**config.mk**
```make
export PLATFORM = sky130hd
export DESIGN_NAME = tmds_encoder
export DESIGN_NICKNAME = d
export VERILOG_FILES = /design/src/rtl/tmds_encoder.sv
export SDC_FILE = /design/constraint.sdc
export NUM_CORES = 1
export LEC_CHECK = 0
export BUFFER_PORTS_ARGS = -buffer_cell sky130_fd_sc_hd__buf_4
export CORE_UTILIZATION = 54
export CTS_CLUSTER_DIAMETER = 100
export DETAILED_ROUTE_END_ITERATION = 8
export PLACE_DENSITY = 0.83
export SETUP_SLACK_MARGIN = 0.1
export SLEW_MARGIN = 25
export SYNTH_ARGS = -nofsm -noshare
export SYNTH_HDL_FRONTEND = slang
export SYNTH_SLANG_ARGS = --single-unit
export TNS_END_PERCENT = 30
```
**constraint.sdc**
```tcl
create_clock -name I_clock -period 8 [get_ports I_clock]
set_input_delay 1.6 -clock I_clock [delete_from_list [all_inputs] [get_ports I_clock]]
set_output_delay 1.6 -clock I_clock [all_outputs]
set_load 0.005 [all_outputs]
```
**src/rtl/tmds_encoder.sv**
```systemverilog
// tmds_encoder: DVI 1.0 TMDS encoder for the blue, green and red channels.
// It is a two-stage pipeline that moves only on the pixel strobe (I_tick).
// Stage 1 latches the control bits and builds the transition-minimised q_m word.
// Stage 2 applies DC balancing against a running disparity, or emits a control
// symbol during blanking.
// Channel index 0 is blue, 1 is green and 2 is red.
module tmds_encoder #(
  parameter bit P_invert_sync = 1'b0,
  parameter int P_stages      = 2
) (
  input  logic       I_clock,
  input  logic       I_reset,
  input  logic       I_tick,
  input  logic       I_vid_blank,
  input  logic       I_vid_hsync,
  input  logic       I_vid_vsync,
  input  logic [7:0] I_vid_red,
  input  logic [7:0] I_vid_green,
  input  logic [7:0] I_vid_blue,
  output logic [9:0] O_tmds_blue,
  output logic [9:0] O_tmds_green,
  output logic [9:0] O_tmds_red,
  output logic       O_tick
);

  // The pipeline is hard-wired for two pixel ticks of latency.
  generate
    if (P_stages != 2) begin : g_bad_stages
      $error("tmds_encoder: only P_stages == 2 is supported");
    end
  endgenerate

  // Control symbols, indexed by {C1, C0}.
  localparam logic [9:0] CTRL_SYM_00 = 10'b1101010100;
  localparam logic [9:0] CTRL_SYM_01 = 10'b0010101011;
  localparam logic [9:0] CTRL_SYM_10 = 10'b0101010100;
  localparam logic [9:0] CTRL_SYM_11 = 10'b1010101011;

  // Number of ones in a byte.
  function automatic logic [3:0] popcount8(input logic [7:0] d);
    logic [3:0] n;
    n = 4'd0;
    for (int i = 0; i < 8; i++) begin
      n = n + {3'b000, d[i]};
    end
    return n;
  endfunction

  // Builds q_m. The XNOR chain is used for ones-heavy bytes, so that the word
  // has fewer transitions. q_m[8] records which chain was used.
  function automatic logic [8:0] transition_min(input logic [7:0] d);
    logic [3:0] ones;
    logic       use_xnor;
    logic [8:0] q;
    ones     = popcount8(d);
    use_xnor = (ones > 4'd4) || ((ones == 4'd4) && !d[0]);
    q        = 9'd0;
    q[0]     = d[0];
    for (int i = 1; i < 8; i++) begin
      q[i] = use_xnor ? ~(q[i-1] ^ d[i]) : (q[i-1] ^ d[i]);
    end
    q[8] = ~use_xnor;
    return q;
  endfunction

  // Maps {C1, C0} to its control symbol.
  function automatic logic [9:0] control_symbol(input logic [1:0] c);
    logic [9:0] s;
    case (c)
      2'b00:   s = CTRL_SYM_00;
      2'b01:   s = CTRL_SYM_01;
      2'b10:   s = CTRL_SYM_10;
      default: s = CTRL_SYM_11;
    endcase
    return s;
  endfunction

  // Apply the optional sync polarity inversion before the syncs are latched.
  logic hsync_in;
  logic vsync_in;
  assign hsync_in = I_vid_hsync ^ P_invert_sync;
  assign vsync_in = I_vid_vsync ^ P_invert_sync;

  logic [2:0][7:0] vid_data;
  assign vid_data = {I_vid_red, I_vid_green, I_vid_blue};

  logic blank_s1_reg;
  logic hsync_s1_reg;
  logic vsync_s1_reg;
  logic tick_reg;

  // Stage 1 control bits. Reset loads a blanked pixel, so the first pixel
  // out of the pipeline after reset is a control symbol, not stale data.
  always_ff @(posedge I_clock) begin
    if (I_reset) begin
      blank_s1_reg <= 1'b1;
      hsync_s1_reg <= 1'b0;
      vsync_s1_reg <= 1'b0;
    end else if (I_tick) begin
      blank_s1_reg <= I_vid_blank;
      hsync_s1_reg <= hsync_in;
      vsync_s1_reg <= vsync_in;
    end
  end

  // Output strobe: I_tick delayed one cycle, which lines up with the symbol update.
  always_ff @(posedge I_clock) begin
    if (I_reset) begin
      tick_reg <= 1'b0;
    end else begin
      tick_reg <= I_tick;
    end
  end

  logic [2:0][9:0] sym_all;

  genvar gi;
  generate
    for (gi = 0; gi < 3; gi++) begin : g_chan
      logic        [8:0] qm_reg;
      logic        [8:0] qm_next;
      logic signed [4:0] cnt_reg;
      logic signed [4:0] cnt_next;
      logic        [9:0] sym_reg;
      logic        [9:0] sym_next;
      logic        [1:0] ctrl_sel;
      logic signed [5:0] n1;
      logic signed [5:0] n0;
      logic signed [5:0] cnt_wide;
      logic signed [5:0] delta;

      assign qm_next = transition_min(vid_data[gi]);

      // Only the blue channel carries the syncs. Green and red send C1C0 = 00.
      if (gi == 0) begin : g_sync_ctrl
        assign ctrl_sel = {vsync_s1_reg, hsync_s1_reg};
      end else begin : g_zero_ctrl
        assign ctrl_sel = 2'b00;
      end

      // Stage 2 next state: a control symbol during blanking, otherwise a
      // DC-balanced data symbol. The disparity is computed at 6 bits, then
      // narrowed to 5 bits, because it is bounded to -10..+10.
      always_comb begin
        n1       = $signed({2'b00, popcount8(qm_reg[7:0])});
        n0       = 6'sd8 - n1;
        cnt_wide = {cnt_reg[4], cnt_reg};
        sym_next = control_symbol(ctrl_sel);
        delta    = 6'sd0;
        cnt_next = 5'sd0;
        if (!blank_s1_reg) begin
          if ((cnt_reg == 5'sd0) || (n1 == n0)) begin
            sym_next = {~qm_reg[8], qm_reg[8], qm_reg[8] ? qm_reg[7:0] : ~qm_reg[7:0]};
            delta    = qm_reg[8] ? (n1 - n0) : (n0 - n1);
          end else if (((cnt_reg > 5'sd0) && (n1 > n0)) ||
                       ((cnt_reg < 5'sd0) && (n0 > n1))) begin
            sym_next = {1'b1, qm_reg[8], ~qm_reg[7:0]};
            delta    = (qm_reg[8] ? 6'sd2 : 6'sd0) + (n0 - n1);
          end else begin
            sym_next = {1'b0, qm_reg[8], qm_reg[7:0]};
            delta    = (n1 - n0) - (qm_reg[8] ? 6'sd0 : 6'sd2);
          end
          cnt_next = 5'(cnt_wide + delta);
        end
      end

      // Per-channel pipeline registers. They advance only on the pixel strobe.
      always_ff @(posedge I_clock) begin
        if (I_reset) begin
          qm_reg  <= 9'd0;
          cnt_reg <= 5'sd0;
          sym_reg <= CTRL_SYM_00;
        end else if (I_tick) begin
          qm_reg  <= qm_next;
          cnt_reg <= cnt_next;
          sym_reg <= sym_next;
        end
      end

      assign sym_all[gi] = sym_reg;
    end
  endgenerate

  assign O_tmds_blue  = sym_all[0];
  assign O_tmds_green = sym_all[1];
  assign O_tmds_red   = sym_all[2];
  assign O_tick       = tick_reg;

endmodule

```
### Yosys cells after proc, flatten, opt, wreduce, memory -nomap -nowiden

Cells that the tools add are included.

* logic and storage cells: 227
* register bits: 76
* output and inout bits: 31
* bits of input ports: 30

* bitwise logic cells: 51
* order comparisons: 15
* equality and inequality tests: 8
* reductions and logical operators: 25
* add/subtract/negate cells: 60
* multiplexer cells: 55

Operators with widths (number)
* $add 4x1->4: 24
* $mux 10: 9
* $mux 5: 15
* $gt 5x5->1: 6
* $pmux 10 s3: 1
* $sub 5x5->5: 6
* $not 1->1: 27
* $add 3x1->4: 6
* $mux 8: 3
* $not 8->8: 3
* $mux 1: 21
* $xor 1x1->1: 21
* $add 2x1->3: 6
* $add 3x5->5: 3
* $add 5x5->5: 3
* $eq 5x5->1: 3
* $gt 5x1->1 const B: 3
* $logic_not 5->1: 3
* $lt 5x1->1 const B: 3
* $sub 4x4->5 const A: 3
* $sub 5x3->5: 3
* $add 1x1->2: 6
* $eq 4x3->1 const B: 3
* $gt 4x3->1 const B: 3
* other kinds (7): 30

### Depth between registers and ports, before layout

* word-level depth: 29
* gate-level depth with buffers: 26
* gate-level depth less buffers: 24

### Worst setup path before layout

Ideal clock, no wire load.

* path kind: reg-to-reg
* start: register g_chan[1].qm_reg[0]
* end: register g_chan[1].cnt_reg[4]
* arrival: 5.717 ns
* setup time: 0.106 ns
* buffers on the path: 1
* path slack: 2.177 ns
* clock period less this slack: 5.823 ns
* data required time: 7.894 ns
* cell stages (with the launch flop): 26
* cell sequence: dfxtp_1 -> inv_1 -> fa_1 -> fa_1 -> fa_1 -> inv_1 -> ha_1 -> fa_1 -> xor2_1 -> inv_1 -> ha_1 -> clkbuf_1 -> inv_1 -> xnor2_1 -> xnor2_1 -> inv_1 -> ha_1 -> xnor2_1 -> mux2i_1 -> nand2_1 -> o21ai_0 -> ha_1 -> a21oi_1 -> or4_1 -> a21o_1 -> o311ai_0

* cells in the longest elaborated chain, start to end: 16
* elaborated cells between the ends (all ways): 25
* classes of those cells: add/sub (13); order compare (2); eq/ne (1); mux (5); reduce/logical (4)

RTL lines
* start, declared: line 120 `logic [8:0] qm_reg;`
* start signal, assigned: line 174 `qm_reg <= qm_next;`
* $add 1x1->2 *: line 44 `n = n + {3'b000, d[i]};`
* $add 2x1->3 *: line 44
* $add 3x1->4 *: line 44
* $add 4x1->4 * (4 in a row): line 44
* branches (longest 5 deep; another with $sub 4x4->5)
* $mux 5 *: line 152 `if ((cnt_reg == 5'sd0) || (n1 == n0)) begin`
* $mux 5 *: line 151 `if (!blank_s1_reg) begin`
* $add 5x5->5 *: line 163 `cnt_next = 5'(cnt_wide + delta);`
* $mux 5 *: line 151
* end signal, assigned: line 175 `cnt_reg <= cnt_next;`
* end, declared: line 122 `logic signed [4:0] cnt_reg;`

Mark *: on every way between the ends. The select of a mux whose other input is x is not followed.
A chain may end at the register's enable or synchronous reset.

### Worst setup path after layout

* start: register g_chan[0].qm_reg[0]
* end: register g_chan[0].cnt_reg[4]

* cells in the longest elaborated chain, start to end: 16
* elaborated cells between the ends (all ways): 25
* classes of those cells: add/sub (13); order compare (2); eq/ne (1); mux (5); reduce/logical (4)

RTL lines (line)
* start, declared: 120
* start signal, assigned: 174
* $add 1x1->2 *: 44
* $add 2x1->3 *: 44
* $add 3x1->4 *: 44
* $add 4x1->4 * (4 in a row): 44
* branches (longest 5 deep; another with $sub 4x4->5)
* $mux 5 *: 152
* $mux 5 *: 151
* $add 5x5->5 *: 163
* $mux 5 *: 151
* end signal, assigned: 175
* end, declared: 122

Marks and branches as above.

==> metrics <==
critical-path cell list inv_1, fa_1, fa_1, fa_1, inv_1, ha_1, fa_1, xor2_2, inv_1, ha_1, nand2b_1, a2111oi_0, o31ai_1, nor2_1, a21oi_1, mux2i_1, ha_1, a21o_1, a21oi_1, nor2_1, o21ai_0, o311ai_0; Ys Warns 0; maximum clock rate around 0.15 GHz; area growth from synthesis to final layout 12.17%; global-route wire length before repair 24.07 mm; Critical Path RT 8.18 ns; max reg flops 27; GRT Total Usage 0.2356; number of flops mapped to enable cells by yosys 0; vias 5367; DP HPWL 10.40 mm; Setup crit start kind register; clock buffer depth 2; Mapped Cells 758; DR vias/cell ~5.7; die footprint between 0.01 and 0.015 sq mm; CP top delay family adder cells; worst-path fanout max 10; Resized cells post-CTS 0; Non-Filler Instances 943; Final setup viols 0; DR DRC count 0; post-layout minimum cycle time 6.524 ns; post-route ant nets 0; Seq/Total Area, Yosys 0.2383; GRT overflow 0; CP Capture Type register; setup TNS 0 ns; initial antenna violation count 0; I/O Pins 61; wirelength, routed 14.04 mm; fin crit share 0.8156; Syn Nets 876; RSZ-0062 raised after global routing no; Routability Congestion 0.8938; Mapped Area 0.006385 sq mm; Slew headroom 0.3496; count of pins over their slew limit 0; Tightest Pin Transition 0.9509 ns; top-area cell type share of the netlist area 0.2383; Post-synth ARST share 0; Fin. Hold Viols 0; worst-skew pair later-pin latency 0.34 ns; hold buffer count at cts 0; skew final 0.007523 ns; Worst path max stage delay 0.82 ns; count of port buffers added during placement 60; Layout Nets 914; CTS tree done; root buf cell clkbuf_16; Setup Crit Path Kind register to register; routed len/inst 14.89 um; share of cells above drive strength 1 0.1188; Netlist cell types 67; DR iter-0 viols roughly 290; row count 39; height of the die around 110 um; CP arrival 6.71 ns; area leader, netlist dfxtp_1; Post-CTS Setup Inserts 0; vias in the first global route 5232; Mapped Avg Cell Area 8.423 sq um; core area 0.01147 sq mm; starting density of the core 0.5568; dpl cells 928; Synth Flop Type dfxtp_1; WP buf/inv 3; CP most frequent cell fa_1; Antenna diodes 0; DR pass1 iterations 5; status complete, no violations; Clock Sinks between 70 and 80; HP Class register to register; largest net degree at the start of global routing 76; clock-pin slew on the worst setup and hold paths 0.06 ns; Crit-path slowest cell a2111oi_0; Max-cap violations 0; Num CTS Buffers 9; DIE WIDTH 110.7 um; cells taking the most area after synthesis dfxtp_1 24%, ha_1 12%, fa_1 8.5%; H-tree depth 3; #FFs+latches synth 76
cell families (layout without fill, tap and decap cells):
| logic type | count (synthesis) | after routing | share of synthesized area |
|---|---|---|---|
| AND/OR/NAND/NOR | 188 | 188 | 0.1448 |
| AO/OA/AOI/OAI | 162 | 162 | 0.1756 |
| buffers and inverters | 138 | 180 | 0.08230 |
| adder cells (fa/ha/maj) | 88 | 88 | 0.2042 |
| XOR/XNOR | 80 | 80 | 0.1139 |
| flip-flops | 76 | 76 | 0.2383 |
| multiplexers | 26 | 26 | 0.04096 |
through the flow:
stage / utilization / cell area [sq um] / hold WS, ns / setup slack [ns]
final: 0.6246 / 7162 / 0.4672 / 1.476
after global routing: 0.6246 / 7162 / 0.4808 / 1.048
after CTS: 0.6246 / 7162 / 0.4663 / 1.530
after detailed placement: 0.6011 / 6893 / 0.4468 / 1.570
after global placement: 0.6011 / 6893 / 0.4505 / 1.772
after floorplan: - / 6385 / 0.4212 / 2.177
cells in the final DEF, fill, tap and decap left out, drive strengths merged, types with 11 or more instances in the layout:
cell type / count
inv: 103
fa: 27
buf: 62
xor2: 21
a211oi: 12
a22oi: 21
xnor2: 59
clkbuf: 11
dfxtp: 76
nor2: 84
ha: 61
mux2i: 25
nor3: 11
nand2: 24
a21o: 13
a21oi: 42
o21ai: 16
nand2b: 15
o22ai: 11
layer usage:
metal,global-route usage,wire [um]
met3,0.04046,713
met2,0.3921,6659
met1,0.3133,6427
met5,0,0
met4,0.06844,238
path summary, 6_finish.rpt:
check        cells past startpoint                 start              endpoint  slack, ns
min reg2reg                      1  g_chan[0].cnt_reg[0]  g_chan[0].cnt_reg[0]       0.47
max reg2reg                     22   g_chan[0].qm_reg[0]  g_chan[0].cnt_reg[4]       1.48
min                              1  g_chan[0].cnt_reg[0]  g_chan[0].cnt_reg[0]       0.47
max                             22   g_chan[0].qm_reg[0]  g_chan[0].cnt_reg[4]       1.48
Yosys cell counts, types with 10 or more instances:
library cell    n
inv_1         101
nor2_1         84
dfxtp_1        76
ha_1           61
xnor2_1        59
a21oi_1        41
clkbuf_1       29
fa_1           27
mux2i_1        25
nand2_1        24
a22oi_1        21
xor2_1         19
nand2b_1       15
o21ai_0        15
a21o_1         13
a211oi_1       11
o22ai_1        11
nor3_1         10
area by class of cell:
| cell class | instances | area [sq um] |
|---|---|---|
| clock buffer | 11 | 242.7 |
| clock inverter | 4 | 26.28 |
| fill | 915 | 4305 |
| inverter | 103 | 389.1 |
| multi-input combinational | 544 | 4338 |
| sequential | 76 | 1521 |
| tap | 143 | 178.9 |
| timing repair buffer | 62 | 465.4 |
Power is left out: the tool's default activity adds up to more than one toggle a clock period on the data nets, which glitch-free logic cannot reach.
